## src/rtl/vend_pkg.sv

```systemverilog
// Shared types and constants for the vending transaction controller.
package vend_pkg;

  localparam int CREDIT_W = 3;
  localparam logic [CREDIT_W-1:0] CMAX = '1;

  localparam int PROD0 = 0;
  localparam int PROD1 = 1;

  typedef enum logic [2:0] {
    IDLE,
    COLLECT,
    DISPENSE,
    CHANGE,
    REFUND
  } state_t;

endpackage

```

## src/rtl/rr_arbiter2.sv

```systemverilog
// Two-requester round-robin arbiter; the pointer moves only when a grant is taken.
module rr_arbiter2 (
  input  logic       clk,
  input  logic       reset,
  input  logic [1:0] req,
  input  logic       en,
  output logic [1:0] gnt
);

  // Index of the last granted requester; 1 after reset so requester 0 wins first.
  logic last_q;

  // NOTE: combinational blocks assign every output a default first so no latch is inferred.
  always_comb begin
    gnt = 2'b00;
    unique case (req)
      2'b01:   gnt = 2'b01;
      2'b10:   gnt = 2'b10;
      2'b11:   gnt = last_q ? 2'b01 : 2'b10;
      default: gnt = 2'b00;
    endcase
  end

  // NOTE: sequential state uses non-blocking assignments so all registers update together.
  always_ff @(posedge clk) begin
    if (reset)
      last_q <= 1'b1;
    else if (en && (gnt != 2'b00))
      last_q <= gnt[1];
  end

endmodule

```

## src/rtl/vend_controller.sv

```systemverilog
// Vending transaction controller: coin credit, round-robin product grant,
// dispense/change sequencing and cancel/timeout refunds. All outputs registered.
module vend_controller
  import vend_pkg::*;
#(
  parameter int PRICE0      = 3,
  parameter int PRICE1      = 5,
  parameter int DISP_CYCLES = 2,
  parameter int TIMEOUT     = 15
) (
  input  logic                clk,
  input  logic                reset,
  input  logic                m,
  input  logic                a,
  input  logic [1:0]          sel,
  input  logic                cancel,
  output logic [CREDIT_W-1:0] credit,
  output logic                busy,
  output logic                dispense,
  output logic [1:0]          prod,
  output logic                change_valid,
  output logic [CREDIT_W-1:0] change,
  output logic                coin_reject
);

  localparam int TW = $clog2(TIMEOUT + 1);
  localparam int DW = (DISP_CYCLES > 1) ? $clog2(DISP_CYCLES) : 1;
  localparam logic [CREDIT_W-1:0] P0 = CREDIT_W'(PRICE0);
  localparam logic [CREDIT_W-1:0] P1 = CREDIT_W'(PRICE1);

  state_t              state_q, state_d;
  logic [TW-1:0]       tcnt_q, tcnt_d, tcnt_inc;
  logic [DW-1:0]       dcnt_q, dcnt_d;
  logic [CREDIT_W-1:0] price_q, price_d;
  logic [CREDIT_W-1:0] credit_d, credit_acc, change_d;
  logic                busy_d, dispense_d, change_valid_d, coin_reject_d;
  logic [1:0]          prod_d, req, gnt;
  logic [CREDIT_W:0]   sum;
  logic                coin, accept, arb_en;

  // {a, m} is already the coin value m + 2*a.
  assign coin       = m | a;
  assign sum        = {1'b0, credit} + {{(CREDIT_W-1){1'b0}}, a, m};
  assign accept     = coin && (state_q == IDLE || state_q == COLLECT) && (sum <= {1'b0, CMAX});
  assign credit_acc = accept ? sum[CREDIT_W-1:0] : credit;
  assign tcnt_inc   = tcnt_q + 1'b1;

  // Eligibility looks at the registered credit, never at a coin arriving now.
  assign req[PROD0] = sel[PROD0] && (credit >= P0);
  assign req[PROD1] = sel[PROD1] && (credit >= P1);
  assign arb_en     = (state_q == COLLECT) && !cancel;

  rr_arbiter2 u_arb (
    .clk   (clk),
    .reset (reset),
    .req   (req),
    .en    (arb_en),
    .gnt   (gnt)
  );

  always_comb begin
    state_d        = state_q;
    credit_d       = credit_acc;
    tcnt_d         = tcnt_q;
    dcnt_d         = dcnt_q;
    price_d        = price_q;
    busy_d         = 1'b0;
    dispense_d     = 1'b0;
    prod_d         = 2'b00;
    change_valid_d = 1'b0;
    change_d       = '0;
    coin_reject_d  = coin && !accept;

    unique case (state_q)
      IDLE: begin
        tcnt_d = '0;
        if (accept) state_d = COLLECT;
      end
      COLLECT: begin
        if (cancel || (!arb_en || gnt == 2'b00) && !accept && tcnt_inc == TW'(TIMEOUT)) begin
          state_d        = REFUND;
          busy_d         = 1'b1;
          change_valid_d = 1'b1;
          change_d       = credit_acc;
          credit_d       = '0;
          tcnt_d         = '0;
        end else if (gnt != 2'b00) begin
          state_d    = DISPENSE;
          busy_d     = 1'b1;
          dispense_d = 1'b1;
          prod_d     = gnt;
          price_d    = gnt[PROD1] ? P1 : P0;
          dcnt_d     = DW'(DISP_CYCLES - 1);
          tcnt_d     = '0;
        end else if (accept) begin
          tcnt_d = '0;
        end else begin
          tcnt_d = tcnt_inc;
        end
      end
      DISPENSE: begin
        busy_d = 1'b1;
        if (dcnt_q == '0) begin
          state_d        = CHANGE;
          change_d       = credit - price_q;
          change_valid_d = (credit != price_q);
          credit_d       = '0;
        end else begin
          dcnt_d     = dcnt_q - 1'b1;
          dispense_d = 1'b1;
          prod_d     = prod;
        end
      end
      CHANGE, REFUND: state_d = IDLE;
      default:        state_d = IDLE;
    endcase
  end

  always_ff @(posedge clk) begin
    if (reset) begin
      state_q      <= IDLE;
      tcnt_q       <= '0;
      dcnt_q       <= '0;
      price_q      <= '0;
      credit       <= '0;
      busy         <= 1'b0;
      dispense     <= 1'b0;
      prod         <= 2'b00;
      change_valid <= 1'b0;
      change       <= '0;
      coin_reject  <= 1'b0;
    end else begin
      state_q      <= state_d;
      tcnt_q       <= tcnt_d;
      dcnt_q       <= dcnt_d;
      price_q      <= price_d;
      credit       <= credit_d;
      busy         <= busy_d;
      dispense     <= dispense_d;
      prod         <= prod_d;
      change_valid <= change_valid_d;
      change       <= change_d;
      coin_reject  <= coin_reject_d;
    end
  end

endmodule

```

## config.mk

```make
export PLATFORM = sky130hd
export DESIGN_NAME = vend_controller
export DESIGN_NICKNAME = d
export VERILOG_FILES = /design/src/rtl/vend_pkg.sv /design/src/rtl/rr_arbiter2.sv /design/src/rtl/vend_controller.sv
export SDC_FILE = /design/constraint.sdc
export NUM_CORES = 1
export LEC_CHECK = 0
export ABC_AREA = 1
export CORE_ASPECT_RATIO = 1.5
export CORE_UTILIZATION = 48
export DETAILED_ROUTE_END_ITERATION = 7
export PLACE_DENSITY = 0.74
export SYNTH_ARGS = -nofsm -noshare
export SYNTH_HDL_FRONTEND = slang
export SYNTH_HIERARCHICAL = 1
export SYNTH_SLANG_ARGS = --single-unit
```

## constraint.sdc

```tcl
create_clock -name clk -period 1.9 [get_ports clk]
set_input_delay 0.19 -clock clk [delete_from_list [all_inputs] [get_ports clk]]
set_output_delay 0.19 -clock clk [all_outputs]
set_load 0.02 [all_outputs]
```

== After elaboration in Yosys (flattened, before gate mapping) ==
Index checks and enable logic that the tools add are counted.

* Bits in registers: 24
* Input port bits: 7
* Output and inout port bits: 12
* Word-level logic and storage cells: 92

* Add/subtract/negate cells: 4
* Magnitude comparators: 3
* Eq/ne operators: 12
* Multiplexer cells: 36
* Bitwise logic cells: 2
* Reduce and logical (&&, ||, !) cells: 23

{| class="wikitable"
|+ Operators by type and width
! operator !! count
|-
| 3-bit two-way mux || 10
|-
| 4-bit two-way mux || 3
|-
| 3-bit one-hot mux with 2 select lines || 2
|-
| 1-bit logical AND || 9
|-
| 1-bit two-way mux || 9
|-
| 3-bit one-hot mux with 3 select lines || 1
|-
| 3-bit AND reduction || 3
|-
| 2-bit two-way mux || 4
|-
| 1-bit one-hot mux with 2 select lines || 4
|-
| 4-bit one-hot mux with 2 select lines || 1
|-
| 2-bit inequality test, second input constant || 3
|-
| 2-bit one-hot mux with 3 select lines || 1
|-
| 2-bit nonzero test || 3
|-
| 3-bit by 2-bit adder with 4-bit output || 1
|-
| 4-bit by 1-bit adder with 4-bit output, second input constant || 1
|-
| 2-bit equality test, second input constant || 2
|-
| 4-bit equality test, second input constant || 1
|-
| 4-bit by 3-bit <= comparator with 1-bit output, second input constant || 1
|-
| 2-bit one-hot mux with 2 select lines || 1
|-
| 3-bit by 1-bit equality test with 1-bit output, second input constant || 1
|-
| 3-bit by 2-bit equality test with 1-bit output, second input constant || 1
|-
| 3-bit by 2-bit greater-or-equal comparator with 1-bit output, second input constant || 1
|-
| 3-bit greater-or-equal comparator, second input constant || 1
|-
| 1-bit logical NOT || 3
|-
| other kinds (11) || 13
|}

== Depth between registers and ports, before layout ==
Gate-level depths: netlist (run 1).

* Word-level depth: 11
* Mapped depth: 12
* Gate-level depth less buffers: 11

== Modules after synthesis ==
The synthesis (run 1) kept the hierarchy.

{| class="wikitable"
|+ By module, submodules not included
! module !! instances !! cells an instance !! area each (um2) !! sequential area each (um2)
|-
| vend_controller || 1 || 167 || 1278.7 || 460.4
|-
| rr_arbiter2 || 1 || 9 || 60.1 || 20.0
|}

== Worst setup path before layout (run 1) ==
Ideal clock, no wire load.

* Kind: register to register
* Start: register credit[1]
* End: register change_valid
* Setup time: 0.128 ns
* Arrival: 1.849 ns
* Data required time: 1.772 ns
* Slack: -0.077 ns
* Cell stages (with the launch flop): 11
* Buffers on the path: 0
* Clock period less this slack: 1.977 ns
* Cell sequence: dfxtp_1 -> inv_1 -> a21oi_1 -> a21boi_0 -> nor2_4 -> inv_1 -> nand2_4 -> nand3_4 -> nand2_2 -> nand2_1 -> a21oi_1

* Longest elaborated chain between the ends: 11
* Elaborated cells on any way between the ends: 21
* Classes of those cells: add/sub: 1; order compare: 3; eq/ne: 4; mux: 4; reduce/logical: 9

{| class="wikitable"
|+ Ends and longest elaborated chain
! item !! line !! RTL
|-
| start, declared || vend_controller.sv:17 || <nowiki>output logic [CREDIT_W-1:0] credit,</nowiki>
|-
| start signal, assigned || vend_controller.sv:137 || <nowiki>credit <= credit_d;</nowiki>
|-
| 3-bit greater-or-equal comparator (*) || vend_controller.sv:50 || <nowiki>assign req[PROD1] = sel[PROD1] && (credit >= P1);</nowiki>
|-
| 1-bit logical AND (*) || vend_controller.sv:50 ||
|-
| via req[1] || vend_controller.sv:37 || <nowiki>logic [1:0] prod_d, req, gnt;</nowiki>
|-
| 2-bit equality test / 2-bit by 1-bit equality test with 1-bit output (equally long branches) || rr_arbiter2.sv:16 || <nowiki>unique case (req)</nowiki>
|-
| 2-bit one-hot mux with 3 select lines (*) || rr_arbiter2.sv:16 ||
|-
| via gnt[1] || vend_controller.sv:37 ||
|-
| 2-bit logical NOT (*) || vend_controller.sv:80 || <nowiki>if (cancel || (!arb_en || gnt == 2'b00) && !accept && tcnt_inc == TW'(TIMEOUT)) begin</nowiki>
|-
| 1-bit logical OR (*) || vend_controller.sv:80 ||
|-
| 1-bit logical AND (*) (2 in a row) || vend_controller.sv:80 ||
|-
| 1-bit logical OR (*) || vend_controller.sv:80 ||
|-
| 1-bit two-way mux (*) || vend_controller.sv:80 ||
|-
| 1-bit one-hot mux with 2 select lines (*) || vend_controller.sv:74 || <nowiki>unique case (state_q)</nowiki>
|-
| end signal, assigned || vend_controller.sv:141 || <nowiki>change_valid <= change_valid_d;</nowiki>
|-
| end, declared || vend_controller.sv:21 || <nowiki>output logic change_valid,</nowiki>
|}

Mark *: on every way through the listed nets, which the timed path passes. The rest lies on a longest branch.
A chain may end at the register's enable or synchronous reset.

== Final worst setup path (run 1) ==
Ends and elaborated chain as after synthesis.

==> summary.txt, run 1 <==
fmax -> 573 MHz
Hold Path Class -> flop to flop
syn nets -> 191
number of synthesized register bits -> 24
share of post-route cells with drive strength above 1 -> 18.2%
routed length per instance -> 12.7 µm
Comb pwr share -> 35.0%
total number of H-tree levels -> 1
Worst-Margin Slew -> 0.306 ns
Post-Syn Instances -> 176
Sink Count -> 24
final hold vios -> 0
final net count -> 219
Skew-Pair Late Insertion Delay -> 0.27 ns
CTS Buf Count -> 3
CP Capture Type -> flop
yosys warns -> 6
Critical Path AT -> 1.95 ns
crit path launch type -> flop
die height -> 66.7 µm
Die ar. -> 3010 µm²
Worst Path Max Fanout -> 8
relative slew slack -> 79.5%
Worst VDD drop -> 0.000458 V
Die W -> 45.1 µm
global-route wire length before repair -> 4970 µm
Seq/Total Area, Yosys -> 35.9%
Psw -> 514 µW
Pwr Density -> 855 nW/µm²
Top Ports -> 19
clock slew at reported path FFs -> 0.09 ns
RSZ-0062 raised after global routing -> false
fin area -> 1690 µm²
most common cell after layout, fill and taps aside -> nand2_1
post-route insts no fill -> 240
TNS Setup -> 0 ns
hold_ws -> 0.470 ns
Clk pwr share -> 23.9%
Synth Cell Area -> 1340 µm²
Layout Skew -> 0.00484 ns
Setup-failing EPs final -> 0
Flop pwr share -> 41.0%
total number of vias -> 1,226
Worst EP required -> 2.11 ns
grt total ovfl -> 0
Slew Viols, Final -> 0
GRT Total Usage -> 22.7%
Cell Count Post-Placement -> 235
First-pass DRT Iterations -> 4
Unique masters post-synth -> 29
syn avg cell area -> 7.61 µm²
Row Count -> 23
clk root buf -> clkbuf_8
crit path time final -> 1.75 ns
routability cong. -> 0.889
core footprint -> 2650 µm²
multi-input logic area -> 749 µm²
Final period util -> 91.9%
Core Util, Final -> 63.8%
DR DRC count -> 0
maximum clock path buffer count -> 2
crit path kind -> flop to flop
number of DRC markers in iteration 0 -> 16
Vias per Instance -> 5.11
Fill cells -> 251
commonest cells after routing, fill and taps aside -> nand2_1, inv_1, dfxtp_1, clkdlybuf4s50_1
Port Buffers -> 18
antenna violations before repair -> 0
Leak -> 0.777 nW
switch share -> 35.5%
DRT Wirelength -> 3060 µm
largest net degree at the start of global routing -> 14
Sequential Area -> 487 µm²
Starting Density -> 50.6%
CTS tree -> done
Placed Area -> 1610 µm²
Antenna Violating Nets Remaining -> 0
Internal Power -> 932 µW
vias in the first global route -> 1,196
Ant. Diodes -> 0
status -> finished clean
total of max-cap violations -> 0
hpwl dp -> 2390 µm
Syn-to-layout area delta -> 26.3%
==> power groups by stage <==
stage / Sequential [mW] / Clock [mW] / Combinational, mW
finish: 0.593 / 0.346 / 0.506
global route: 0.601 / 0.374 / 0.560
CTS: 0.590 / 0.349 / 0.493
detailed placement: 0.602 / 0 / 0.488
global placement: 0.601 / 0 / 0.474
floorplan: 0.623 / 0 / 0.305
==> registers in the layout (all words and copies together) (netlist names) <==
register      flops
busy              1
change            3
change_valid      1
coin_reject       1
credit            3
dcnt_q            1
dispense          1
price_q           3
prod              2
state_q           3
tcnt_q            4
u_arb/last_q      1
==> synth_stat cells, drive strengths merged <==
cell / instances / area, µm²
a211oi: 1 / 7.51
a21boi: 3 / 22.5
a21oi: 15 / 75.1
buf: 2 / 11.3
clkbuf: 1 / 3.75
dfxtp: 24 / 480
fa: 2 / 40.0
ha: 6 / 75.1
inv: 30 / 113
nand2: 41 / 184
nand3: 14 / 105
nand3b: 1 / 7.51
nand4: 6 / 37.5
nor2: 18 / 104
nor3: 1 / 5.00
o21ai: 7 / 35.0
or2: 1 / 6.26
xnor2: 1 / 8.76
xor2: 2 / 17.5
==> area by class of cell <==
class / count / share of cell area, %
flip-flops and latches: 24 / 28.8
inverters: 30 / 6.66
multi-input cells: 119 / 44.3
clock buffers: 4 / 3.26
repair buffers: 26 / 14.2
well taps: 37 / 2.74
==> layer usage <==
| layer | GRT usage, % | routed length (µm) | up-vias |
|---|---|---|---|
| li1 | - | - | 612 |
| met1 | 23.3 | 1230 | 580 |
| met2 | 41.5 | 1630 | 20 |
| met3 | 2.98 | 49 | 14 |
| met4 | 13.3 | 151 | 0 |
| met5 | 0 | 0 | - |
==> worst paths after layout <==
| check | startpoint | endpoint | slack (ns) | cells after the start |
|---|---|---|---|---|
| setup / recovery | credit[1] | change_valid | 0.15 | 11 |
| hold / removal | price_q[0] | price_q[0] | 0.47 | 2 |
| setup reg to reg | credit[1] | change_valid | 0.15 | 11 |
| hold reg to reg | price_q[0] | price_q[0] | 0.47 | 2 |
==> cells by family after synthesis <==
family,count (synthesis),synth area share [%]
simple gates,82,33.6
buf+inv,33,9.53
compound gates,26,10.5
flops,24,35.9
fa+ha+maj,8,8.60
xor+xnor,3,1.96
==> per-stage QoR <==
step	power, mW	worst slack, ns
3_3_place_gp	1.07	-0.0535
4_1_cts	1.43	0.0464
6_report	1.45	0.155
5_1_grt	1.54	0.0182
2_1_floorplan	0.928	0.0264
3_5_place_dp	1.09	-0.199
==> critical path, stage by stage (launching register included) <==
cell and delay, ns:
dfxtp_4 0.41, inv_1 0.10, a21oi_2 0.16, buf_4 0.13, a21boi_2 0.07, nor2_4 0.16
inv_1 0.10, nand2_4 0.09, nand3_4 0.13, nand2_2 0.12, nand2_1 0.10, a21oi_2 0.12
==> what timing repair did <==
action / 4_1_cts / 5_1_grt
endpoints found under the setup margin: 8 / 15
pin swaps: 0 / 1
resized for setup: 1 / 7
setup buffers: 0 / 1
hold endpoints to repair: 0 / 0
hold buffers: 0 / 0
No activity file was read; power rests on OpenSTA's default activity.
==> run 2, diff against run 1 <==
SLEW_MARGIN = 10   (was not set)
==> results of run 2 <==
Final layout, timing and power as in run 1 (identical DEF).
